===== config.mk =====
export PLATFORM = sky130hd
export DESIGN_NAME = paula_iack_ctrl
export DESIGN_NICKNAME = d
export VERILOG_FILES = /design/src/rtl/paula_iack_ctrl.sv
export SDC_FILE = /design/constraint.sdc
export NUM_CORES = 1
export LEC_CHECK = 0
export CAP_MARGIN = 20
export CORE_ASPECT_RATIO = 0.9
export CORE_MARGIN = 3
export CORE_UTILIZATION = 35
export DETAILED_ROUTE_END_ITERATION = 6
export SYNTH_ARGS = -nofsm -noshare
export SYNTH_HDL_FRONTEND = slang
export SYNTH_SLANG_ARGS = --single-unit
export TNS_END_PERCENT = 10

===== constraint.sdc =====
create_clock -name clk -period 1.5 [get_ports clk]
set_clock_uncertainty 0.05 [all_clocks]
set_input_delay 0.15 -clock clk [delete_from_list [all_inputs] [get_ports clk]]
set_output_delay 0.15 -clock clk [all_outputs]
set_load 0.02 [all_outputs]

===== src/rtl/paula_iack_ctrl.sv =====
// -----------------------------------------------------------------------------
// paula_iack_ctrl
//
// Interrupt sequencer between the Paula interrupt controller and the 68k core.
// Filters Paula's active-low priority level before it reaches the CPU and runs
// the CPU interrupt-acknowledge handshake with a programmable autovector delay.
// The acknowledge returns the autovector (25..31) or the spurious vector (24)
// when the requested level is no longer pending. State advances only on
// clk7_en cycles; _reset is the only asynchronous path.
//
// Build option:
//   IPL_FILTER_EN  defined   : _ipl_out changes only after FILTER_LEN identical
//                              consecutive samples of _ipl_in.
//                  undefined : _ipl_out follows _ipl_in with one tick latency;
//                              FILTER_LEN has no effect.
//
// Parameters:
//   FILTER_LEN  1..7   identical samples needed before _ipl_out changes
//   ACK_DELAY   1..15  ticks from IACK start to iack_dtack
//
// Ports:
//   clk         in   bus clock
//   _reset      in   asynchronous active-low reset
//   clk7_en     in   clock enable qualifying every register update
//   _ipl_in     in   [2:0] active-low level from the interrupt controller
//   _ipl_out    out  [2:0] filtered active-low level to the CPU
//   iack_req    in   CPU acknowledge cycle in progress
//   iack_level  in   [2:0] level being acknowledged (active-high)
//   iack_dtack  out  acknowledge complete, vector valid
//   vector      out  [7:0] exception vector number
//   spurious    out  current acknowledge returned the spurious vector
// -----------------------------------------------------------------------------
module paula_iack_ctrl #(
    parameter int unsigned FILTER_LEN = 2,
    parameter int unsigned ACK_DELAY  = 4
) (
    input  logic       clk,
    input  logic       _reset,
    input  logic       clk7_en,
    input  logic [2:0] _ipl_in,
    output logic [2:0] _ipl_out,
    input  logic       iack_req,
    input  logic [2:0] iack_level,
    output logic       iack_dtack,
    output logic [7:0] vector,
    output logic       spurious
);

    typedef enum logic [1:0] {
        ST_IDLE,
        ST_WAIT,
        ST_ACK,
        ST_RELEASE
    } state_e;

    localparam logic [3:0] DLY_LOAD   = 4'(ACK_DELAY - 1);
    localparam logic [7:0] VEC_SPUR   = 8'd24;

    state_e     state_q, state_d;
    logic [2:0] ack_lvl_q, ack_lvl_d;
    logic [3:0] dly_cnt_q, dly_cnt_d;
    logic [2:0] ipl_q, ipl_d;
    logic       dtack_q, dtack_d;
    logic [7:0] vector_q, vector_d;
    logic       spurious_q, spurious_d;

    logic [2:0] lvl;
    logic       level_hit;

    assign _ipl_out   = ipl_q;
    assign iack_dtack = dtack_q;
    assign vector     = vector_q;
    assign spurious   = spurious_q;

    // Level currently presented to the CPU; the vector decision uses the
    // registered value, so a late change only matters if it has already
    // propagated through the filter.
    assign lvl       = ~ipl_q;
    assign level_hit = (ack_lvl_q != 3'd0) && (lvl >= ack_lvl_q);

    // ------------------------------------------------------------------
    // IPL path
    // ------------------------------------------------------------------
`ifdef IPL_FILTER_EN
    localparam logic [2:0] FILT_MAX = 3'(FILTER_LEN);

    logic [2:0] samp_q, samp_d;
    logic [2:0] stable_cnt_q, stable_cnt_d;

    always_comb begin
        // NOTE: every output of a combinational block gets a default first,
        // otherwise a path that skips an assignment infers a latch.
        samp_d       = _ipl_in;
        stable_cnt_d = stable_cnt_q;
        ipl_d        = ipl_q;
        if (_ipl_in == samp_q) begin
            if (stable_cnt_q != FILT_MAX) begin
                stable_cnt_d = stable_cnt_q + 3'd1;
            end
        end else begin
            stable_cnt_d = 3'd1;
        end
        // Decide on the updated count so the output moves on the tick the
        // run length reaches FILTER_LEN, not one tick later.
        if ((stable_cnt_d == FILT_MAX) && (_ipl_in != ipl_q)) begin
            ipl_d = _ipl_in;
        end
    end

    always_ff @(posedge clk or negedge _reset) begin
        if (!_reset) begin
            samp_q       <= 3'b111;
            stable_cnt_q <= 3'd0;
        end else if (clk7_en) begin
            samp_q       <= samp_d;
            stable_cnt_q <= stable_cnt_d;
        end
    end
`else
    assign ipl_d = _ipl_in;

    // FILTER_LEN is accepted for a uniform interface but has no effect here.
    if (FILTER_LEN == 0) begin : g_filter_len_unused
    end
`endif

    // ------------------------------------------------------------------
    // Acknowledge FSM
    // ------------------------------------------------------------------
    always_comb begin
        state_d    = state_q;
        ack_lvl_d  = ack_lvl_q;
        dly_cnt_d  = dly_cnt_q;
        dtack_d    = dtack_q;
        vector_d   = vector_q;
        spurious_d = spurious_q;
        case (state_q)
            ST_IDLE: begin
                if (iack_req) begin
                    ack_lvl_d = iack_level;
                    dly_cnt_d = DLY_LOAD;
                    state_d   = ST_WAIT;
                end
            end
            ST_WAIT: begin
                // A bus abort wins over the evaluation tick.
                if (!iack_req) begin
                    state_d = ST_IDLE;
                end else if (dly_cnt_q == 4'd0) begin
                    state_d = ST_ACK;
                    dtack_d = 1'b1;
                    if (level_hit) begin
                        vector_d   = VEC_SPUR + {5'd0, ack_lvl_q};
                        spurious_d = 1'b0;
                    end else begin
                        vector_d   = VEC_SPUR;
                        spurious_d = 1'b1;
                    end
                end else begin
                    dly_cnt_d = dly_cnt_q - 4'd1;
                end
            end
            ST_ACK: begin
                if (!iack_req) begin
                    state_d    = ST_RELEASE;
                    dtack_d    = 1'b0;
                    vector_d   = 8'd0;
                    spurious_d = 1'b0;
                end
            end
            ST_RELEASE: begin
                // One dead tick: a request still high here is not accepted.
                state_d = ST_IDLE;
            end
            default: begin
                state_d = ST_IDLE;
            end
        endcase
    end

    always_ff @(posedge clk or negedge _reset) begin
        if (!_reset) begin
            state_q    <= ST_IDLE;
            ack_lvl_q  <= 3'd0;
            dly_cnt_q  <= 4'd0;
            ipl_q      <= 3'b111;
            dtack_q    <= 1'b0;
            vector_q   <= 8'd0;
            spurious_q <= 1'b0;
        end else if (clk7_en) begin
            // NOTE: state registers use non-blocking assignments so every
            // flop samples the pre-edge values regardless of statement order.
            state_q    <= state_d;
            ack_lvl_q  <= ack_lvl_d;
            dly_cnt_q  <= dly_cnt_d;
            ipl_q      <= ipl_d;
            dtack_q    <= dtack_d;
            vector_q   <= vector_d;
            spurious_q <= spurious_d;
        end
    end

endmodule


==> results of run 1 <==
-- sequential cells by signal (all words and copies together) (netlist names), named ones only --
register   flops
dly_cnt_q      4
vector         4
_ipl_out       3
ack_lvl_q      3
spurious       1
state_q        1
-- metrics by stage --
step,total power (uW),area [um2],hold slack [ns]
after floorplan,965,918,-0.196
after detailed placement,1240,1210,0.449
after global placement,1220,1210,0.442
after global routing,1570,1250,0.139
after CTS,1470,1230,0.117
final,1460,1250,0.115
-- final timing paths --
check / from / endpoint
worst max-delay path: _ipl_out[2]$_DFFE_PN1P_ / vector[1]$_DFFE_PN0P_
min in group clk: _ipl_in[1] / _ipl_out[1]$_DFFE_PN1P_
worst min register to register: spurious$_DFFE_PN0P_ / spurious$_DFFE_PN0P_
worst max register to register: _ipl_out[2]$_DFFE_PN1P_ / vector[1]$_DFFE_PN0P_
max in group asynchronous: _reset / _ipl_out[0]$_DFFE_PN1P_
worst min-delay path: _reset / dly_cnt_q[3]$_DFFE_PN0P_
-- critical path, cell delays in order (launching register included) --
cell     delay [ns]
dfstp_2        0.55
inv_2          0.05
ha_4           0.21
a21o_1         0.17
a31oi_4        0.16
nor2_2         0.07
a32o_1         0.21
-- per-layer routing --
layer / GRT usage / wire length [um] / part of all wire
met4: 0.0340 / 21 / 0.011
met5: 0 / 0 / 0
met1: 0.166 / 853 / 0.45
met3: 0.0408 / 87 / 0.046
met2: 0.233 / 949 / 0.50
-- placed cells by master (no fill, tap or decap) --
master / count
nand4bb_1: 1
a31oi_1: 1
nand2_1: 12
buf_4: 14
dfstp_2: 3
ha_4: 1
dlymetal6s2s_1: 4
a21o_1: 1
nor3_1: 2
nor2b_1: 2
a32o_1: 3
mux2_2: 2
buf_6: 1
nand3b_1: 1
inv_1: 4
nand4b_4: 1
nor2_2: 3
ha_1: 3
nor3b_1: 1
ha_2: 1
clkdlybuf4s15_1: 1
dfrtp_1: 14
clkdlybuf4s50_1: 9
and4bb_2: 1
nand4b_1: 2
clkbuf_4: 3
o21ai_0: 6
nand3_1: 2
nand2b_1: 1
inv_2: 2
o21a_1: 1
dlygate4sd2_1: 5
a21oi_1: 2
clkinv_2: 1
a31oi_4: 1
conb_1: 3
nor2_1: 4
o211ai_1: 1
-- cell families after synthesis --
group,count (synthesis),share of synthesized area
AO/OA/AOI/OAI,16,0.118
adder cells (fa/ha/maj),5,0.0701
buffers and inverters,13,0.0799
flip-flops,17,0.481
multiplexers,2,0.0252
other,1,0.00420
AND/OR/NAND/NOR,33,0.222
-- area by class of cell --
class,count,area share
tap,27,0.0270
multi-input combinational,59,0.343
sequential,17,0.343
clock buffer,3,0.0180
clock inverter,1,0.00400
timing repair buffer,34,0.248
inverter,6,0.0180
-- repair_timing --
| item | in CTS | in global routing |
|---|---|---|
| resized for setup | 7 | 8 |
| cloned | 0 | 0 |
| endpoints found under the setup margin | 9 | 15 |
| pin swaps | 0 | 1 |
-- report_power, final --
group          switching (uW)  internal, uW  total, uW  leakage, uW
clock network             152          99.3        251    0.0000177
logic                     290           299        589     0.000451
registers                64.8           557        622     0.000206
==> impl_metrics.py, run 1 <==
metrics = {
    "sta": {
        "rsz0062_at_grt": "true",
        "tns_ns": -0.206,
        "hold_viol_final": 0,
        "fin_crit_ns": 1.57,
        "setup_slack_ns": -0.0749,
        "max_freq_ghz": 0.635,
        "setup_violations": 3,
        "min_period_over_period": 1.05,
        "maxSlewViolCount": 0,
    },
    "logic_synthesis": {
        "ys_warn_count": 0,
        "synth_top_area_cell": "dfrtp_1",
        "yosysMostFrequentCell": "dfrtp_1",
        "ys_top_cells_by_area": "dfrtp_1, dfstp_2, ha_1, buf_4, nand2_1",
        "yosys.area.top_type_share": 0.393,
        "ys_types": 28,
        "async_reset_ff_frac": 1.00,
        "synthFlopType": "dfrtp_1",
        "synth_seq_cells": 17,
        "avgSynthCellArea_um2": 10.3,
        "yosys-top-cells-count": "dfrtp_1, nand2_1, buf_4, inv_1, o21ai_0",
        "netlist_instances": 87,
        "yosysSeqAreaShare": 0.481,
        "synth_edf_count": 0,
        "synth_area_um2": 892,
    },
    "cts": {
        "path_clk_slew_ns": 0.10,
        "clock_latency_ns": 0.30,
        "postCtsSetupRepairBufs": 0,
        "cts_num_sinks": 17,
        "cts.path.max_buffers": 2,
        "tritoncts": "yes",
        "cts_inserted_buffers": 3,
        "cts_max_level": 1,
        "cts_hold_buf": 0,
        "clockRootBuffer": "clkbuf_4",
    },
    "place": {
        "io_buffers": 19,
        "detailedPlace.worstSlack_ns": -0.118,
        "place_congestion": 0.730,
        "dp_hpwl_um": 1490,
        "dp_cells": 143,
    },
    "critical_path": {
        "cp_max_fo": 3,
        "crit_required_ns": 1.64,
        "r2r_slack_ns": -0.07,
        "critPathLaunchType": "flip-flop",
        "worstSetupEndpointType": "flip-flop",
        "reg2regPathDepth": 6,
        "criticalPathCategory": "reg -> reg",
        "worstPathArrival_ns": 1.71,
    },
    "die": {
        "die_area_um2": 3190,
        "ios": 23,
        "start_util": 0.388,
        "die-height_um": 53.9,
        "num_rows": 16,
        "die_x_um": 59.2,
        "core_area_um2": 2300,
    },
    "global_routing": {
        "grt_pass1_vias": 738,
        "overflow": 0,
        "grt_pass1_wl_um": 3190,
        "grt_max_degree": 18,
        "groute.usage.overall": 0.136,
        "antenna_found_initial": 0,
    },
    "layout": {
        "register_area_um2": 429,
        "nets": 136,
        "fin_util": 0.544,
        "layout-drive-gt1-share": 0.283,
        "multi_input_area_um2": 429,
        "area_growth_pct": 40.4,
        "layoutNonFillerInstCount": 147,
        "n_antenna_cell": 0,
        "fill_cells": 230,
    },
    "hold_path": {
        "hold_class": "in -> async",
    },
    "route": {
        "drt_iter0_drc": 13,
        "routed_wl_um": 1910,
        "vias": 717,
        "wl_per_cell_um": 13.0,
        "final_antenna_net_count": 0,
        "drc": 0,
        "firstDrtPassIters": 4,
        "via_per_inst": 4.88,
    },
    "run_status": {
        "status": "finished, violations left",
        "violations": "negative setup slack",
    },
    "power": {
        "power_density_nw_per_um2": 1170,
        "leakagePower_uw": 0.000675,
        "vdd_drop_max_mv": 0.753,
    },
    "flow_run": {
        "maxCapViolCount": 0,
    },
}
Power figures use the tool's default switching activity.
==> inputs of run 2 (changes only) <==
- CAP_MARGIN: 20 -> default
- CORE_MARGIN: 3 -> 2
- SLEW_MARGIN: default -> 20
==> impl_metrics.py, run 2 (synthesis gave the netlist of run 1 again) <==
metrics = {
    "run_status": {
        "status": "finished, violations left",
        "violations": "negative setup slack",
    },
    "global_routing": {
        "groute.usage.overall": 0.134,
        "antenna_found_initial": 0,
        "grt_pass1_wl_um": 3080,
        "grt_pass1_vias": 708,
        "grt_max_degree": 18,
        "overflow": 0,
    },
    "die": {
        "die_x_um": 57.2,
        "die_area_um2": 2970,
        "core_area_um2": 2450,
        "start_util": 0.365,
        "ios": 23,
        "die-height_um": 51.9,
        "num_rows": 17,
    },
    "critical_path": {
        "crit_required_ns": 1.63,
        "critPathLaunchType": "flip-flop",
        "worstSetupEndpointType": "flip-flop",
        "r2r_slack_ns": -0.06,
        "criticalPathCategory": "reg -> reg",
        "worstSetupStartpoint": "_ipl_out[2]$_DFFE_PN1P_",
        "cp_max_fo": 3,
        "worstPathArrival_ns": 1.70,
        "worstReg2RegStart": "_ipl_out[2]$_DFFE_PN1P_",
    },
    "place": {
        "dp_hpwl_um": 1360,
        "dp_cells": 144,
        "place_congestion": 0.766,
        "io_buffers": 19,
    },
    "layout": {
        "layout-drive-gt1-share": 0.275,
        "mostFrequentLayoutCells": "buf_4, dfrtp_1, nand2_1",
        "layoutNonFillerInstCount": 148,
        "nets": 136,
        "final_common_cell": "buf_4",
        "fin_util": 0.513,
        "area_growth_pct": 40.7,
        "n_antenna_cell": 0,
    },
    "route": {
        "drt_iter0_drc": 16,
        "via_per_inst": 4.75,
        "firstDrtPassIters": 4,
        "drc": 0,
        "routed_wl_um": 1740,
        "wl_per_cell_um": 11.8,
        "final_antenna_net_count": 0,
        "vias": 703,
    },
    "power": {
        "power_density_nw_per_um2": 1160,
        "vdd_drop_max_mv": 0.762,
        "finalPower_uw": 1460,
        "leakagePower_uw": 0.000660,
    },
    "cts": {
        "clockRootBuffer": "clkbuf_4",
        "cts_inserted_buffers": 3,
        "tritoncts": "yes",
        "path_clk_slew_ns": 0.10,
        "cts_num_sinks": 17,
        "cts.path.max_buffers": 2,
        "clock_latency_ns": 0.29,
        "cts_max_level": 1,
    },
    "flow_run": {
        "maxCapViolCount": 0,
    },
    "sta": {
        "maxSlewViolCount": 0,
        "setup_violations": 3,
        "hold_viol_final": 0,
        "min_period_over_period": 1.04,
        "fin_crit_ns": 1.56,
        "rsz0062_at_grt": "true",
        "max_freq_ghz": 0.640,
        "setup_slack_ns": -0.0614,
        "hold_slack_ns": 0.115,
    },
    "hold_path": {
        "hold_class": "in -> async",
    },
}
[run 2: layer usage]
| layer | routed length (um) | part of all wire | vias up | global-route usage |
|---|---|---|---|---|
| met3 | 69 | 0.040 | 0 | 0.0398 |
| met1 | 861 | 0.49 | 326 | 0.182 |
| met5 | 0 | 0 | - | 0 |
| met2 | 811 | 0.47 | 14 | 0.215 |
| li1 | - | - | 363 | - |
| met4 | 0 | 0 | 0 | 0.0233 |
[run 2: per-stage QoR]
step / setup TNS, ns / area (um2) / setup slack (ns)
2_1_floorplan: -0.252 / 918 / -0.0840
3_3_place_gp: -0.326 / 1210 / -0.0811
3_5_place_dp: -0.454 / 1210 / -0.103
4_1_cts: -0.233 / 1230 / -0.0834
5_1_grt: -0.797 / 1250 / -0.122
6_report: -0.169 / 1250 / -0.0614
[run 2: final timing paths]
check / end / cells past startpoint
worst min register to register: spurious$_DFFE_PN0P_ / 2
worst max register to register: vector[1]$_DFFE_PN0P_ / 6
worst max-delay path: vector[1]$_DFFE_PN0P_ / 6
max in group asynchronous: _ipl_out[0]$_DFFE_PN1P_ / 2
min in group clk: _ipl_out[1]$_DFFE_PN1P_ / 3
worst min-delay path: dly_cnt_q[0]$_DFFE_PN0P_ / 2
[run 2: timing repair]
action | CTS | global route
setup buffers | 0 | 0
pin swaps | 1 | 4
hold buffers | 0 | 0
resized for setup | 8 | 7
endpoints found under the setup margin | 10 | 15
[run 2: cell type report]
type	count	area, um2
sequential	17	429
fill	229	1190
timing repair buffer	34	307
multi-input combinational	59	434
clock buffer	3	22.5
inverter	6	22.5
clock inverter	1	5.00
tap	28	35.0
[run 2: report_power, final]
part | switching [uW] | internal, uW | leakage, uW | total, uW
Clock | 149 | 99.1 | 0.0000177 | 248
Combinational | 294 | 300 | 0.000436 | 594
Sequential | 59.3 | 557 | 0.000206 | 616
[run 2: worst max-delay path: stages, from the launching register on]
cell and delay, ns:
dfstp_2 0.55, inv_2 0.04, ha_4 0.20, a21o_1 0.17
a31oi_4 0.19, nor2_4 0.05, a32o_1 0.20
==> inputs of run 3 (changes only) <==
- TNS_END_PERCENT: 10 -> 50
==> impl_metrics.py, run 3 (synthesis gave the netlist of run 1 again) <==
metrics = {
    "run_status": {
        "status": "finished, violations left",
        "violations": "negative setup slack",
    },
    "route": {
        "vias": 718,
        "via_per_inst": 4.82,
        "firstDrtPassIters": 4,
        "drt_iter0_drc": 17,
        "drc": 0,
        "final_antenna_net_count": 0,
        "routed_wl_um": 1830,
        "wl_per_cell_um": 12.3,
    },
    "die": {
        "num_rows": 17,
        "start_util": 0.365,
        "die_x_um": 57.2,
        "core_area_um2": 2450,
        "ios": 23,
        "die_area_um2": 2970,
        "die-height_um": 51.9,
    },
    "layout": {
        "layoutNonFillerInstCount": 149,
        "fin_util": 0.513,
        "n_antenna_cell": 0,
        "mostFrequentLayoutCells": "buf_4, dfrtp_1, nand2_1",
        "layout-drive-gt1-share": 0.289,
        "nets": 137,
        "final_common_cell": "buf_4",
        "area_growth_pct": 40.5,
    },
    "sta": {
        "setup_violations": 3,
        "min_period_over_period": 1.05,
        "maxSlewViolCount": 0,
        "hold_slack_ns": 0.0999,
        "hold_viol_final": 0,
        "setup_slack_ns": -0.0707,
        "rsz0062_at_grt": "true",
        "fin_crit_ns": 1.57,
        "max_freq_ghz": 0.637,
    },
    "global_routing": {
        "groute.usage.overall": 0.138,
        "overflow": 0,
        "grt_pass1_wl_um": 3090,
        "grt_pass1_vias": 709,
        "grt_max_degree": 18,
        "antenna_found_initial": 0,
    },
    "flow_run": {
        "maxCapViolCount": 0,
    },
    "power": {
        "pwr-share-comb": 0.401,
        "finalPower_uw": 1490,
        "power_switching_uw": 527,
        "switching_share": 0.354,
        "vdd_drop_max_mv": 0.656,
        "leakagePower_uw": 0.000661,
        "clkPwrFrac": 0.181,
        "power_density_nw_per_um2": 1190,
        "pwr-share-seq": 0.417,
        "p_int_uw": 963,
    },
    "critical_path": {
        "worstPathArrival_ns": 1.73,
        "cp.depth": 6,
        "crit_required_ns": 1.66,
        "cp_max_fo": 3,
        "reg2regPathDepth": 6,
        "worstSetupEndpointType": "flip-flop",
        "criticalPathCategory": "reg -> reg",
        "cpLargestDelayFamily": "flip-flops",
        "crit_slowest_cell": "dfstp_2",
        "critPathLaunchType": "flip-flop",
        "cp_cell_sequence": "inv_2 -> ha_4 -> a21o_1 -> a31oi_4 -> nor2_2 -> a32o_1",
        "crit_buf_inv": 1,
        "max_stage_delay_ns": 0.55,
    },
    "place": {
        "io_buffers": 19,
        "dp_cells": 145,
        "place_congestion": 0.751,
        "dp_hpwl_um": 1390,
        "detailedPlace.worstSlack_ns": -0.0920,
    },
    "cts": {
        "clockRootBuffer": "clkbuf_4",
        "clock_latency_ns": 0.30,
        "cts_hold_buf": 0,
        "cts_num_sinks": 17,
        "cts.path.max_buffers": 2,
        "cts_max_level": 1,
        "tritoncts": "yes",
        "cts_inserted_buffers": 3,
        "path_clk_slew_ns": 0.11,
    },
    "hold_path": {
        "hold_class": "in -> async",
    },
}
-- run 3: layout make-up --
cell class | instances | area (um2)
Tap cell | 28 | 35.0
Multi-Input combinational cell | 59 | 427
Fill cell | 227 | 1190
Inverter | 6 | 22.5
Clock inverter | 1 | 7.51
Sequential cell | 17 | 429
Timing Repair Buffer | 35 | 310
Clock buffer | 3 | 22.5
-- run 3: per-layer routing --
layer | global-route usage | vias up | part of all wire
li1 | - | 363 | -
met1 | 0.177 | 339 | 0.49
met2 | 0.218 | 14 | 0.45
met3 | 0.0547 | 2 | 0.050
met4 | 0.0349 | 0 | 0.0071
met5 | 0 | - | 0
-- run 3: final timing paths --
kind / endpoint / startpoint / slack [ns]
max: vector[2]$_DFFE_PN0P_ / _ipl_out[2]$_DFFE_PN1P_ / -0.07
max reg2reg: vector[2]$_DFFE_PN0P_ / _ipl_out[2]$_DFFE_PN1P_ / -0.07
min in group clk: _ipl_out[1]$_DFFE_PN1P_ / _ipl_in[1] / 0.31
min reg2reg: _ipl_out[1]$_DFFE_PN1P_ / _ipl_out[1]$_DFFE_PN1P_ / 0.46
min: ack_lvl_q[1]$_DFFE_PN0P_ / _reset / 0.1
max in group asynchronous: _ipl_out[0]$_DFFE_PN1P_ / _reset / 1.05
-- run 3: per-stage QoR --
| stage | setup TNS [ns] | instance area [um2] |
|---|---|---|
| after floorplan | -0.252 | 918 |
| after global placement | -0.339 | 1210 |
| after detailed placement | -0.424 | 1210 |
| after CTS | -0.258 | 1240 |
| after global routing | -0.569 | 1250 |
| final | -0.198 | 1250 |
-- run 3: power groups by stage --
stage	Sequential, uW	Clock, uW	Combinational [uW]
6_report	622	270	597
5_1_grt	637	300	658
4_1_cts	623	280	585
3_5_place_dp	633	0	611
3_3_place_gp	628	0	597
2_1_floorplan	673	0	292
-- run 3: timing repair --
item / CTS / global route
pin swaps: 1 / 1
setup buffers: 0 / 0
resized for setup: 9 / 6
endpoints found under the setup margin: 11 / 13
endpoints found under the hold margin: 0 / 0
